### config.mk
export PLATFORM = sky130hd
export DESIGN_NAME = bcd_countdown
export DESIGN_NICKNAME = d
export VERILOG_FILES = /design/src/rtl/bcd_pkg.sv /design/src/rtl/prev_digit.sv /design/src/rtl/bcd_countdown.sv
export SDC_FILE = /design/constraint.sdc
export NUM_CORES = 1
export LEC_CHECK = 0
export ABC_AREA = 1
export CAP_MARGIN = 30
export CORE_ASPECT_RATIO = 0.7
export CORE_MARGIN = 2
export CORE_UTILIZATION = 54
export CTS_CLUSTER_SIZE = 8
export DETAILED_ROUTE_END_ITERATION = 12
export DONT_BUFFER_PORTS = 1
export GPL_TIMING_DRIVEN = 1
export PLACE_DENSITY_LB_ADDON = 0.15
export SETUP_SLACK_MARGIN = 0.4
export SLEW_MARGIN = 10
export SYNTH_ARGS = -nofsm -noshare
export SYNTH_HDL_FRONTEND = slang
export SYNTH_SLANG_ARGS = --single-unit
### constraint.sdc
create_clock -name clk -period 2.56 [get_ports clk]
set_clock_uncertainty 0.2 [all_clocks]
set_input_delay 0.512 -clock clk [delete_from_list [all_inputs] [get_ports clk]]
set_output_delay 0.512 -clock clk [all_outputs]
set_load 0.01 [all_outputs]
### src/rtl/bcd_pkg.sv
// Shared types and constants for the BCD countdown timer.
//   bcd_digit_t       - one packed BCD digit (4 bits)
//   countdown_state_t - controller states
//   BCD_MAX           - largest legal BCD digit value
//   clamp_digit()     - saturates an illegal digit (A..F) to 9
package bcd_pkg;

  typedef logic [3:0] bcd_digit_t;

  typedef enum logic [1:0] {
    StIdle,
    StRun,
    StPaused,
    StExpired
  } countdown_state_t;

  localparam bcd_digit_t BCD_MAX = 4'd9;

  function automatic bcd_digit_t clamp_digit(input bcd_digit_t d);
    return (d > BCD_MAX) ? BCD_MAX : d;
  endfunction

endpackage

### src/rtl/prev_digit.sv
// Combinational multi-digit BCD decrement.
//   value_i  - packed BCD input, digit 0 least significant
//   value_o  - value_i minus one, in BCD
//   borrow_o - set when value_i was zero (result wraps to all nines)
module prev_digit
  import bcd_pkg::*;
#(
  parameter int unsigned Digits = 6
) (
  input  bcd_digit_t [Digits-1:0] value_i,
  output bcd_digit_t [Digits-1:0] value_o,
  output logic                    borrow_o
);

  logic borrow;

  // Borrow ripples upward through zero digits and stops at the first nonzero one.
  always_comb begin
    value_o = value_i;
    borrow  = 1'b1;
    for (int i = 0; i < Digits; i++) begin
      if (borrow) begin
        if (value_i[i] == '0) begin
          value_o[i] = BCD_MAX;
        end else begin
          value_o[i] = value_i[i] - 4'd1;
          borrow     = 1'b0;
        end
      end
    end
    borrow_o = borrow;
  end

endmodule

### src/rtl/bcd_countdown.sv
// Prescaled BCD countdown timer with load, start/pause and optional auto-reload.
//   clk        - clock, rising edge
//   reset      - asynchronous active-high reset
//   load       - parallel load strobe (highest priority)
//   load_value - packed BCD preset; digits above 9 load as 9
//   start      - begin / resume counting
//   pause      - suspend counting
//   bcd_out    - registered current count
//   running    - high while in the run state
//   done       - registered one-cycle expiry (or reload) pulse
//   zero       - high when every digit of bcd_out is zero
module bcd_countdown
  import bcd_pkg::*;
#(
  parameter int unsigned DIGITS   = 6,
  parameter int unsigned TICK_DIV = 50_000_000,
  parameter bit          RELOAD   = 1'b0
) (
  input  logic                    clk,
  input  logic                    reset,
  input  logic                    load,
  input  bcd_digit_t [DIGITS-1:0] load_value,
  input  logic                    start,
  input  logic                    pause,
  output bcd_digit_t [DIGITS-1:0] bcd_out,
  output logic                    running,
  output logic                    done,
  output logic                    zero
);

  localparam int unsigned PrescW = $clog2(TICK_DIV);
  localparam logic [PrescW-1:0] PrescMax = PrescW'(TICK_DIV - 1);

  countdown_state_t        state_q, state_d;
  bcd_digit_t [DIGITS-1:0] bcd_q, bcd_d;
  bcd_digit_t [DIGITS-1:0] reload_q, reload_d;
  logic [PrescW-1:0]       presc_q, presc_d;
  logic                    done_q, done_d;

  bcd_digit_t [DIGITS-1:0] load_clamped;
  bcd_digit_t [DIGITS-1:0] dec_value;
  logic                    dec_borrow;
  logic                    tick;
  logic                    last_tick;

  prev_digit #(
    .Digits (DIGITS)
  ) u_prev_digit (
    .value_i  (bcd_q),
    .value_o  (dec_value),
    .borrow_o (dec_borrow)
  );

  always_comb begin
    load_clamped = '0;
    for (int i = 0; i < DIGITS; i++) begin
      load_clamped[i] = clamp_digit(load_value[i]);
    end
  end

  assign tick      = (presc_q == PrescMax);
  // Decrement lands on zero only when counting down from exactly one.
  assign last_tick = (dec_value == '0) && !dec_borrow;

  always_comb begin
    state_d  = state_q;
    bcd_d    = bcd_q;
    reload_d = reload_q;
    presc_d  = presc_q;
    done_d   = 1'b0;
    if (load) begin
      bcd_d    = load_clamped;
      reload_d = load_clamped;
      presc_d  = '0;
      state_d  = StIdle;
    end else begin
      unique case (state_q)
        StIdle: begin
          if (start && (bcd_q != '0)) state_d = StRun;
        end
        StRun: begin
          // A tick is consumed even when pause arrives with it; otherwise pause freezes
          // the prescaler so resume continues from the same phase.
          if (tick)        presc_d = '0;
          else if (!pause) presc_d = presc_q + PrescW'(1);
          if (pause) state_d = StPaused;
          if (tick) begin
            if (last_tick) begin
              done_d = 1'b1;
              if (RELOAD) begin
                bcd_d = reload_q;
              end else begin
                bcd_d   = '0;
                state_d = StExpired;
              end
            end else begin
              bcd_d = dec_value;
            end
          end
        end
        StPaused: begin
          if (start && !pause) state_d = StRun;
        end
        StExpired: begin
          state_d = StExpired;
        end
        default: state_d = StIdle;
      endcase
    end
  end

  always_ff @(posedge clk or posedge reset) begin
    if (reset) begin
      state_q  <= StIdle;
      bcd_q    <= '0;
      reload_q <= '0;
      presc_q  <= '0;
      done_q   <= 1'b0;
    end else begin
      state_q  <= state_d;
      bcd_q    <= bcd_d;
      reload_q <= reload_d;
      presc_q  <= presc_d;
      done_q   <= done_d;
    end
  end

  assign bcd_out = bcd_q;
  assign running = (state_q == StRun);
  assign done    = done_q;
  assign zero    = (bcd_q == '0);

endmodule

== After elaboration in Yosys (flattened, before gate mapping) ==
Index checks and enable logic that the tools add are counted.
Operators by class
  $add $sub $neg: 7
  order comparisons: 6
  muxes and demuxes: 47
  eq/ne operators: 7
  reductions and logical operators: 20
Operators with widths (number)
  $mux W26: 4
  $mux W24: 4
  $mux W4: 17
  $logic_not A24 Y1: 2
  $add A26 B1 Y26 const B: 1
  $eq A26 B26 Y1 const B: 1
  $gt A4 B4 Y1 const B: 6
  $logic_not A4 Y1: 6
  $reduce_bool A24 Y1: 1
  $sub A4 B1 Y4 const B: 6
  $mux W1: 15
  $mux W2: 6
  $pmux W2 S4: 1
  $ne A3 B3 Y1 const B: 2
  $reduce_and A2 Y1: 3
  $eq A2 B2 Y1 const B: 2
  $reduce_bool A2 Y1: 2
  $logic_and A1 B1 Y1: 3
  $ne A3 B2 Y1 const B: 1
  $eq A2 B1 Y1 const B: 1
  $logic_not A1 Y1: 2
  $logic_not A2 Y1: 1
Storage, ports and cells
  register bits: 53
  word-level logic and storage cells: 96

== Longest topological paths before layout ==
Gate-level depths: netlist (run 1).
  depth after elaboration: 13
  depth in mapped cells: 14
  gate-level depth less buffers: 14

== Modules after synthesis ==
A second synthesis (run 1) with hierarchy kept.
Unflattened totals
  cells, all modules: 620
  area, all modules: 4001.3 um^2
Modules (own cells, without submodules)
  bcd_countdown: seq. area each 1326.3 um^2, times used 1, cells each 506, area an instance 3450.8 um^2
  prev_digit: seq. area each 0.0 um^2, times used 1, cells each 114, area an instance 550.5 um^2

== Worst setup path before layout (run 1) ==
No wires, ideal clock.
  kind: input -> register
  start: input load
  end: register presc_q[0]
  setup slack: 0.517 ns
  required time: 2.237 ns
  library setup time: 0.123 ns
  path buffers: 2
  stages on the path: 10
  arrival time: 1.719 ns
  path through: clkbuf_1 > nor2_1 > inv_1 > nand2_4 > clkinv_4 > nor2_8 > clkinv_4 > buf_6 > nand3_1 > o21ai_1
Between the ends
  cells in the longest elaborated chain, start to end: 2
  elaborated cells on any way between the ends: 4
RTL lines
  from (decl): line bcd_countdown.sv:21  | input logic load,
  $ne A3 B2 Y1 (no source line) / $reduce_bool A2 Y1 (equally long branches)
  $reduce_and A2 Y1 (no source line)
  to (signal assigned): line bcd_countdown.sv:123  | presc_q <= presc_d;
  to (decl): line bcd_countdown.sv:37  | logic [PrescW-1:0] presc_q, presc_d;
Parallel ways exist; a longest one is shown, timed or not.
A chain may end at the register's enable or synchronous reset.

== Worst setup path after layout (run 1) ==
  start: register bcd_q, in the netlist bcd_out[2]
  end: register done_q, in the netlist done
Between the ends
  cells in the longest elaborated chain, start to end: 13
  elaborated cells on any way between the ends: 21
RTL lines
  from (decl): line bcd_countdown.sv:35  | bcd_digit_t [DIGITS-1:0] bcd_q, bcd_d;
  from (signal assigned): line bcd_countdown.sv:115  | bcd_q <= '0;
  from (signal assigned): line bcd_countdown.sv:121  | bcd_q <= bcd_d;
  $logic_not A4 Y1: line prev_digit.sv:23  | if (value_i[i] == '0) begin
  $mux W1: line prev_digit.sv:23
  $mux W1 (4 in a row): line prev_digit.sv:22  | if (borrow) begin
  $mux W4 / $mux W1 (equally long branches): line prev_digit.sv:22
  $logic_not A24 Y1 / $logic_not A1 Y1 (equally long branches): line bcd_countdown.sv:63  | assign last_tick = (dec_value == '0) && !dec_borrow;
  $logic_and A1 B1 Y1 (*): line bcd_countdown.sv:63
  $mux W1 (*): line bcd_countdown.sv:88  | if (last_tick) begin
  $mux W1 (*): line bcd_countdown.sv:87  | if (tick) begin
  $mux W1 (*): line bcd_countdown.sv:77  | unique case (state_q)
  $mux W1 (*): line bcd_countdown.sv:71  | if (load) begin
  named net done_d: line bcd_countdown.sv:38  | logic done_q, done_d;
  to (signal assigned): line bcd_countdown.sv:124  | done_q <= done_d;
  to (decl): line bcd_countdown.sv:38
Mark *: on every way through the listed nets, which the timed path passes. The rest lies on a longest branch.

==> flow_metrics.tcl, run 1 <==
set metrics [dict create \
    outcome "complete, no violations" \
    powerDensity_nw_per_um2 506 \
    leakagePower_nw 2.04 \
    rsz0062_at_grt "yes" \
    min_path_type "primary input to flip-flop" \
    syn_area_per_cell_sq_um 6.60 \
    drive_above_1_share_pct 17.9 \
    maxCapViolCount 0 \
    syn-num-nets 623 \
    cts_max_path_buffers 2 \
    first_global_vias 3759 \
    vias 4232 \
    worstSetupStartpointType "flip-flop" \
    grt_pass1_wl_um 18400 \
    place_inst 684 \
    cp.required_ns 2.59 \
    clkLatencyLatePin_ns 0.31 \
    cts_tree "yes" \
    remaining_drc_errors 0 \
    syn_area_sq_um 3910 \
    row_count 25 \
    period_share_pct 86.9 \
    overflow 0 \
    core_sq_um 6880 \
    first_iter_violations 428 \
    hold_viol 0 \
    dieWidth_um 106 \
    port_buffers 0 \
    drt_wl_total_um 11600 \
    tns_ns 0 \
    irDropWorstVdd_uv 312 \
    antenna_found_initial 0 \
    die_area_sq_um 7950 \
    fin_cells 715 \
    worst_hold_slack_ns 0.0676 \
    final-setup-viol-count 0 \
    slew_headroom_pct 57.1 \
    synth-seq-cells 53 \
    yosysSeqAreaShare_pct 33.9 \
    fin_crit_ns 2.22 \
    areaGrowthSynthToFinish_pct 16.7 \
    fmax_mhz 450 \
    layout_commonest_cell "nand2_1" \
    grt_usage_pct 29.5 \
    final_cell_mix "146 x nand2_1, 74 x nor2_1, 55 x inv_1, 44 x dfrtp_1, 42 x nand3_1" \
    vias_per_cell 5.92 \
    drt_pre_antenna_iters 5 \
    yosys_warnings 0 \
    cts_root_buf "clkbuf_8" \
    cp_data_arrival_time_ns 2.25 \
    worst_pin_slew_ns 0.643 \
    grt_max_degree 41 \
    detail-route-antenna-nets 0 \
    nNetsFinal 651 \
    critPathCaptureType "flip-flop" \
    hpwl_um 8090 \
    postSynthCellCount 593 \
    io_pins 56 \
    drv_slew 0 \
    final_util_pct 66.4 \
    initial_utilization_pct 56.9 \
    gp_congestion 1.12 \
    htree_num_levels 2 \
    die_h_um 75.2 \
    n_antenna_cell 0 \
    synthDistinctLibCells 38 \
    cts_sinks 53 \
    clk_pin_slew_ns 0.10 \
    crit_type "flip-flop to flip-flop" \
    cts_buffers 5 \
    path_max_fanout 5 \
    wl_per_cell_um 16.2 \
]
[synthesized netlist by cell type, drive strengths merged]
cell type  number  area (sq um)
a211oi          2          15.0
nand3          44           220
nand3b          2          15.0
nand4          14          93.8
o41ai           1          8.76
clkbuf          7          26.3
a21boi          2          15.0
a41oi           1          8.76
a31oi           6          37.5
o21bai          3          22.5
o21ai          42           210
ha              1          12.5
inv            61           229
nor3           26           140
dfrtp          53          1330
a221oi          1          8.76
nor2           90           389
a21oi          28           140
buf             9          70.1
nand2         162           626
clkinv          4          25.0
nor4            5          31.3
a22oi           4          30.0
nor3b           4          30.0
o31ai           2          15.0
xnor2           2          17.5
xor2           17           149
[power by group]
part | switching (W) | leakage, nW | total [W] | internal [W]
Combinational | 0.000452 | 1.33 | 0.000713 | 0.000261
Clock | 0.000286 | 0.0433 | 0.000501 | 0.000215
Sequential | 0.000167 | 0.668 | 0.00110 | 0.000928
[metal layers]
| metal | vias up | global-route usage, % | part of all wire [%] |
|---|---|---|---|
| li1 | 2008 | - | - |
| met1 | 1979 | 44.6 | 46 |
| met2 | 235 | 43.9 | 42 |
| met3 | 10 | 5.71 | 11 |
| met4 | 0 | 6.87 | 0.90 |
| met5 | - | 0 | 0 |
[kinds of logic after synthesis]
kind of cell | Yosys count | synth area share [%]
AND/OR/NAND/NOR | 347 | 39.5
AO/OA/AOI/OAI | 92 | 13.1
buffers and inverters | 81 | 8.95
flip-flops | 53 | 33.9
XOR/XNOR | 19 | 4.25
adder cells (fa/ha/maj) | 1 | 0.320
[layout make-up]
cell class	count	area, sq um
Inverter	65	265
Multi-Input combinational cell	459	2430
Tap cell	94	118
Timing Repair Buffer	36	322
Timing Repair inverter	1	8.76
Fill cell	601	2310
Sequential cell	53	1340
Clock inverter	1	7.51
Clock buffer	6	82.6
[flip-flops by register name (all words and copies together) (netlist names)]
signal   cells
done         1
presc_q     26
state_q      2
bcd_out     24
[path summary, 6_finish.rpt]
kind                            slack [ns]  cells past startpoint                       to               startpoint
worst max-delay path                  0.34                     12           done$_DFF_PP0_   bcd_out[2]$_DFFE_PP0P_
worst min-delay path                  0.07                      1           done$_DFF_PP0_                     load
worst max register to register        0.34                     12           done$_DFF_PP0_   bcd_out[2]$_DFFE_PP0P_
worst min register to register        0.36                      2  presc_q[22]$_DFFE_PP0P_  presc_q[22]$_DFFE_PP0P_
max in group asynchronous             1.02                      3  bcd_out[22]$_DFFE_PP0P_                    reset
min in group asynchronous             0.54                      2   bcd_out[5]$_DFFE_PP0P_                    reset
[timing repair]
item / 4_1_cts / 5_1_grt
hold endpoints to repair: 26 / 0
buffers inserted: 13 / 9
endpoints found under the setup margin: 29 / 37
gates cloned: 0 / 1
gates resized for setup: 27 / 36
hold buffers: 1 / 0
pin swaps: 10 / 10
[worst max-delay path, cell delays in order, from the launching register on]
cell	delay (ns)
dfrtp_2	0.50
nor2_4	0.17
buf_6	0.12
nand4_1	0.18
nand2_1	0.15
nand2_2	0.08
inv_1	0.06
nand2_1	0.06
nor2_2	0.13
nand2_1	0.08
nor2_1	0.10
nand4_1	0.16
nor3_1	0.17
[stage by stage]
step                total power [W]  setup slack (ns)  cell area, sq um
finish                      0.00231             0.335              4570
global route                0.00246             0.201              4570
CTS                         0.00224             0.350              4350
detailed placement          0.00168             0.160              4040
global placement            0.00166             0.261              4040
floorplan                   0.00153             0.517              3910
Note: power is estimated with default switching activity, not from simulation.
==> inputs of run 2 (changes only) <==
--- a/config.mk
+++ b/config.mk
@@ -6,10 +6,9 @@
 export NUM_CORES = 1
 export LEC_CHECK = 0
 export ABC_AREA = 1
-export CAP_MARGIN = 30
-export CORE_ASPECT_RATIO = 0.7
+export CORE_ASPECT_RATIO = 0.8
 export CORE_MARGIN = 2
-export CORE_UTILIZATION = 54
+export CORE_UTILIZATION = 51
 export CTS_CLUSTER_SIZE = 8
 export DETAILED_ROUTE_END_ITERATION = 12
 export DONT_BUFFER_PORTS = 1
==> flow_metrics.tcl, run 2 (synthesis gave the netlist of run 1 again) <==
set metrics [dict create \
    final_util_pct 65.2 \
    drt_wl_total_um 12100 \
    grt_pass1_wl_um 18700 \
    leakagePower_nw 2.14 \
    fmax_mhz 443 \
    remaining_drc_errors 0 \
    multi_input_area_sq_um 2520 \
    tns_ns 0 \
    htree_num_levels 2 \
    overflow 0 \
    nFillCells 658 \
    ff2ff_path_depth 14 \
    irDropWorstVdd_uv 309 \
    grt_max_degree 41 \
    n_antenna_cell 0 \
    cp.required_ns 2.62 \
    combPwrFrac_pct 30.4 \
    initial_utilization_pct 52.7 \
    power_frac_seq_pct 44.5 \
    p_clk_share_pct 25.0 \
    critPathCaptureType "flip-flop" \
    fin_crit_ns 2.26 \
    intPower_w 0.00155 \
    clkLatencyLatePin_ns 0.31 \
    rsz0062_at_grt "yes" \
    drv_slew 0 \
    gp_congestion 0.956 \
    wl_per_cell_um 16.3 \
    cts_root_buf "clkbuf_8" \
    min_path_type "primary input to flip-flop" \
    first_global_vias 3793 \
    nNetsFinal 665 \
    hold_viol 0 \
    cp_data_arrival_time_ns 2.32 \
    die_h_um 82.3 \
    period_share_pct 88.1 \
    path_cells "nor2_4 > nand2_4 > nor2_4 > buf_6 > nand3_2 > nand2_2 > inv_2 > nor2_1 > nand2_1 > nor3_2 > nand2_1 > nand3_2 > nand3_2 > nand2_1" \
    switching_power_w 0.000943 \
    first_iter_violations 359 \
    crit_type "flip-flop to flip-flop" \
    hpwl_um 8190 \
    row_count 28 \
    final-setup-viol-count 0 \
    die_area_sq_um 8390 \
    cts_tree "yes" \
    path_max_fanout 5 \
    grt_usage_pct 28.2 \
    drt_pre_antenna_iters 5 \
    outcome "complete, no violations" \
    largest_reg_flops 26 \
    worst_pin_slew_ns 0.614 \
    critPathSlowestCell "dfrtp_2" \
    powerDensity_nw_per_um2 514 \
    drive_above_1_share_pct 23.0 \
    worstSetupStartpointType "flip-flop" \
    layout_commonest_cell "nand2_1" \
    cts_sinks 53 \
    cts_buffers 5 \
    pre_cts_ws_ns 0.139 \
    antenna_found_initial 0 \
    core_sq_um 7430 \
    crit_path_max_incr_delay_ns 0.49 \
    hold_path_depth 1 \
    place_inst 698 \
    cts_max_path_buffers 2 \
    fin_cells 741 \
    slew_headroom_pct 59.0 \
    io_pins 56 \
    clk_pin_slew_ns 0.11 \
    vias 4228 \
    areaGrowthSynthToFinish_pct 23.9 \
    port_buffers 0 \
    maxCapViolCount 0 \
    vias_per_cell 5.71 \
    fin_ws_ns 0.304 \
    detail-route-antenna-nets 0 \
    dieWidth_um 102 \
    final_cell_mix "143 x nand2_1, 71 x nor2_1, 53 x inv_1, 41 x dfrtp_1, 38 x buf_4" \
    final-seq-area_sq_um 1340 \
    p_sw_share_pct 37.9 \
    power_w 0.00249 \
    top_register "presc_q" \
]
==> run 2: worst max-delay path, delay by kind of cell (launching register included) <==
family	cells	cell delay (ns)
buffers and inverters	2	0.18
AND/OR/NAND/NOR	12	1.35
flip-flops	1	0.49
==> run 2: power groups by stage <==
stage / clock network [W] / registers [W] / logic [W]
finish: 0.000624 / 0.00111 / 0.000758
global route: 0.000676 / 0.00112 / 0.000840
CTS: 0.000631 / 0.00110 / 0.000637
detailed placement: 0 / 0.00110 / 0.000571
global placement: 0 / 0.00110 / 0.000560
floorplan: 0 / 0.00107 / 0.000455
==> run 2: metrics by stage <==
stage	hold WS [ns]	instance area [sq um]
4_1_cts	0.0452	4420
5_1_grt	0.0373	4850
3_3_place_gp	0.297	4070
3_5_place_dp	0.314	4070
2_1_floorplan	0.290	3910
6_report	0.0627	4850
==> run 2: final timing paths <==
path                                         start                      end  slack [ns]
max reg2reg                 bcd_out[3]$_DFFE_PP0P_   state_q[1]$_DFFE_PP0P_        0.30
min                                           load           done$_DFF_PP0_        0.06
min reg2reg                presc_q[22]$_DFFE_PP0P_  presc_q[22]$_DFFE_PP0P_        0.34
max in group asynchronous                    reset   bcd_out[1]$_DFFE_PP0P_        0.99
min in group asynchronous                    reset  presc_q[10]$_DFFE_PP0P_        0.52
max                         bcd_out[3]$_DFFE_PP0P_   state_q[1]$_DFFE_PP0P_        0.30
==> run 2: what timing repair did <==
action,CTS,global route
hold endpoints to repair,25,0
endpoints found under the setup margin,24,45
hold buffers,1,0
pin swaps,14,23
setup buffers,15,16
gates cloned,0,3
resized for setup,37,61
==> run 2: routing by layer <==
layer  track usage [%]  wire (um)  up-vias
li1                  -          -     2041
met2              44.0       5340      187
met5                 0          0        -
met3              5.13       1060        9
met4              4.67         78        0
met1              41.6       5590     1991
==> run 2: final cells by class <==
type,count,area share [%]
Timing Repair inverter,2,0.361
Multi-Input combinational cell,459,52.0
Timing Repair Buffer,49,9.14
Clock buffer,7,1.78
Tap cell,105,2.71
Inverter,65,5.68
Sequential cell,53,27.7
Clock inverter,1,0.620
==> inputs of run 3 (changes only) <==
--- a/config.mk
+++ b/config.mk
@@ -13,6 +13,7 @@
 export DETAILED_ROUTE_END_ITERATION = 12
 export DONT_BUFFER_PORTS = 1
 export GPL_TIMING_DRIVEN = 1
+export MAX_ROUTING_LAYER = met4
 export PLACE_DENSITY_LB_ADDON = 0.15
 export SETUP_SLACK_MARGIN = 0.4
 export SLEW_MARGIN = 10
==> flow_metrics.tcl, run 3 (synthesis gave the netlist of run 1 again) <==
set metrics [dict create \
    outcome "complete, no violations" \
    initial_utilization_pct 52.7 \
    final-seq-area_sq_um 1340 \
    wl_per_cell_um 15.9 \
    tns_ns 0 \
    overflow 0 \
    port_buffers 0 \
    layout_commonest_cell "nand2_1" \
    antenna_found_initial 0 \
    vias_per_cell 5.68 \
    cts_buffers 5 \
    gr-usage-met3_pct 4.88 \
    combPwrFrac_pct 29.4 \
    power_frac_seq_pct 45.3 \
    gp_congestion 1.04 \
    place_inst 696 \
    nNetsFinal 655 \
    path_max_fanout 5 \
    grt_max_degree 41 \
    worst_pin_slew_ns 0.601 \
    crit_type "flip-flop to output pin" \
    drt_pre_antenna_iters 5 \
    maxCapViolCount 0 \
    fin_ws_ns 0.232 \
    fin_cells 731 \
    die_h_um 82.3 \
    drv_slew 0 \
    cts_root_buf "clkbuf_8" \
    nFillCells 680 \
    min_path_type "primary input to flip-flop" \
    final-setup-viol-count 0 \
    row_count 28 \
    drt_wl_total_um 11600 \
    critPathCaptureType "output pin" \
    clkLatencyLatePin_ns 0.32 \
    hold_viol 0 \
    worstSetupStartpointType "flip-flop" \
    final_cell_mix "147 x nand2_1, 71 x nor2_1, 53 x inv_1, 40 x nand3_1, 40 x dfrtp_1" \
    areaGrowthSynthToFinish_pct 19.5 \
    worst_hold_slack_ns 0.0529 \
    grt_use_met2_pct 43.1 \
    p_sw_share_pct 37.7 \
    cp_data_arrival_time_ns 1.62 \
    vias 4153 \
    io_pins 56 \
    top_register "presc_q" \
    first_global_vias 3812 \
    cts_sinks 53 \
    period_share_pct 90.9 \
    leakagePower_nw 2.10 \
    fin_crit_ns 2.33 \
    powerDensity_nw_per_um2 524 \
    rsz0062_at_grt "yes" \
    slew_headroom_pct 59.9 \
    cts_tree "yes" \
    drive_above_1_share_pct 20.0 \
    core_sq_um 7430 \
    pre_cts_ws_ns 0.0619 \
    cp.required_ns 1.85 \
    busiest_layer "met2" \
    cts_max_path_buffers 2 \
    n_antenna_cell 0 \
    first_iter_violations 295 \
    switching_power_w 0.000924 \
    die_area_sq_um 8390 \
    fmax_mhz 430 \
    grt_pass1_wl_um 18900 \
    fin_area_sq_um 4680 \
    clk_pin_slew_ns 0.10 \
    remaining_drc_errors 0 \
    irDropWorstVdd_uv 315 \
    hpwl_um 8020 \
    detail-route-antenna-nets 0 \
    dieWidth_um 102 \
    placed_area_sq_um 4050 \
    use_met1_pct 43.0 \
    intPower_w 0.00153 \
    grt_usage_pct 29.4 \
    p_clk_share_pct 25.3 \
    htree_num_levels 2 \
    multi_input_area_sq_um 2450 \
    largest_reg_flops 26 \
]
run 3: cell types whose count changed in the layout (fill, tap and decap cells not counted), moves of 2 or more:
cell,change
buf_4,-8
nand2_2,-5
nand2_1,+4
nand3_1,+4
nand3_2,-4
buf_6,+2
inv_6,-2
nand2_4,+2
run 3: metrics by stage:
step           power, W  util (%)
2_1_floorplan   0.00153         -
3_3_place_gp    0.00166      54.6
3_5_place_dp    0.00167      54.6
4_1_cts         0.00237      59.9
5_1_grt         0.00259      63.0
6_report        0.00245      63.0
run 3: area by class of cell:
| class | instances | area share [%] |
|---|---|---|
| Inverter | 65 | 5.78 |
| Clock buffer | 7 | 1.85 |
| Clock inverter | 1 | 0.642 |
| Multi-Input combinational cell | 459 | 52.4 |
| Sequential cell | 53 | 28.7 |
| Tap cell | 105 | 2.81 |
| Timing Repair Buffer | 41 | 7.81 |
run 3: routing by layer:
metal	vias up	routed length, um
met5	-	0
met4	0	133
met3	20	884
met2	165	5090
met1	1953	5540
li1	2015	-
run 3: timing repair:
| item | 4_1_cts | 5_1_grt |
|---|---|---|
| endpoints found under the hold margin | 25 | 0 |
| buffers inserted | 16 | 10 |
| gates resized for setup | 41 | 40 |
| setup endpoints to repair | 28 | 37 |
| pin swaps | 14 | 33 |
| hold buffers | 1 | 0 |
run 3: final timing paths:
check	end	slack, ns	start	depth (start not counted)
worst max-delay path	zero	0.23	bcd_out[3]$_DFFE_PP0P_	6
worst min-delay path	done$_DFF_PP0_	0.05	load	1
worst max register to register	state_q[0]$_DFFE_PP0P_	0.25	bcd_out[3]$_DFFE_PP0P_	11
worst min register to register	presc_q[22]$_DFFE_PP0P_	0.35	presc_q[22]$_DFFE_PP0P_	2
max in group asynchronous	presc_q[5]$_DFFE_PP0P_	1.01	reset	3
min in group asynchronous	bcd_out[2]$_DFFE_PP0P_	0.51	reset	2
run 3: critical path, stage by stage, from the launching register on:
cell,delay (ns)
dfrtp_2,0.48
nor2_4,0.19
nand2_4,0.08
nor2_4,0.19
buf_12,0.14
nand3_4,0.09
nor2_4,0.14
run 3: power groups by stage:
stage	clock network (W)	logic [W]	registers (W)
floorplan	0	0.000455	0.00107
global placement	0	0.000562	0.00110
detailed placement	0	0.000571	0.00110
CTS	0.000625	0.000642	0.00110
global route	0.000659	0.000806	0.00113
finish	0.000621	0.000720	0.00111
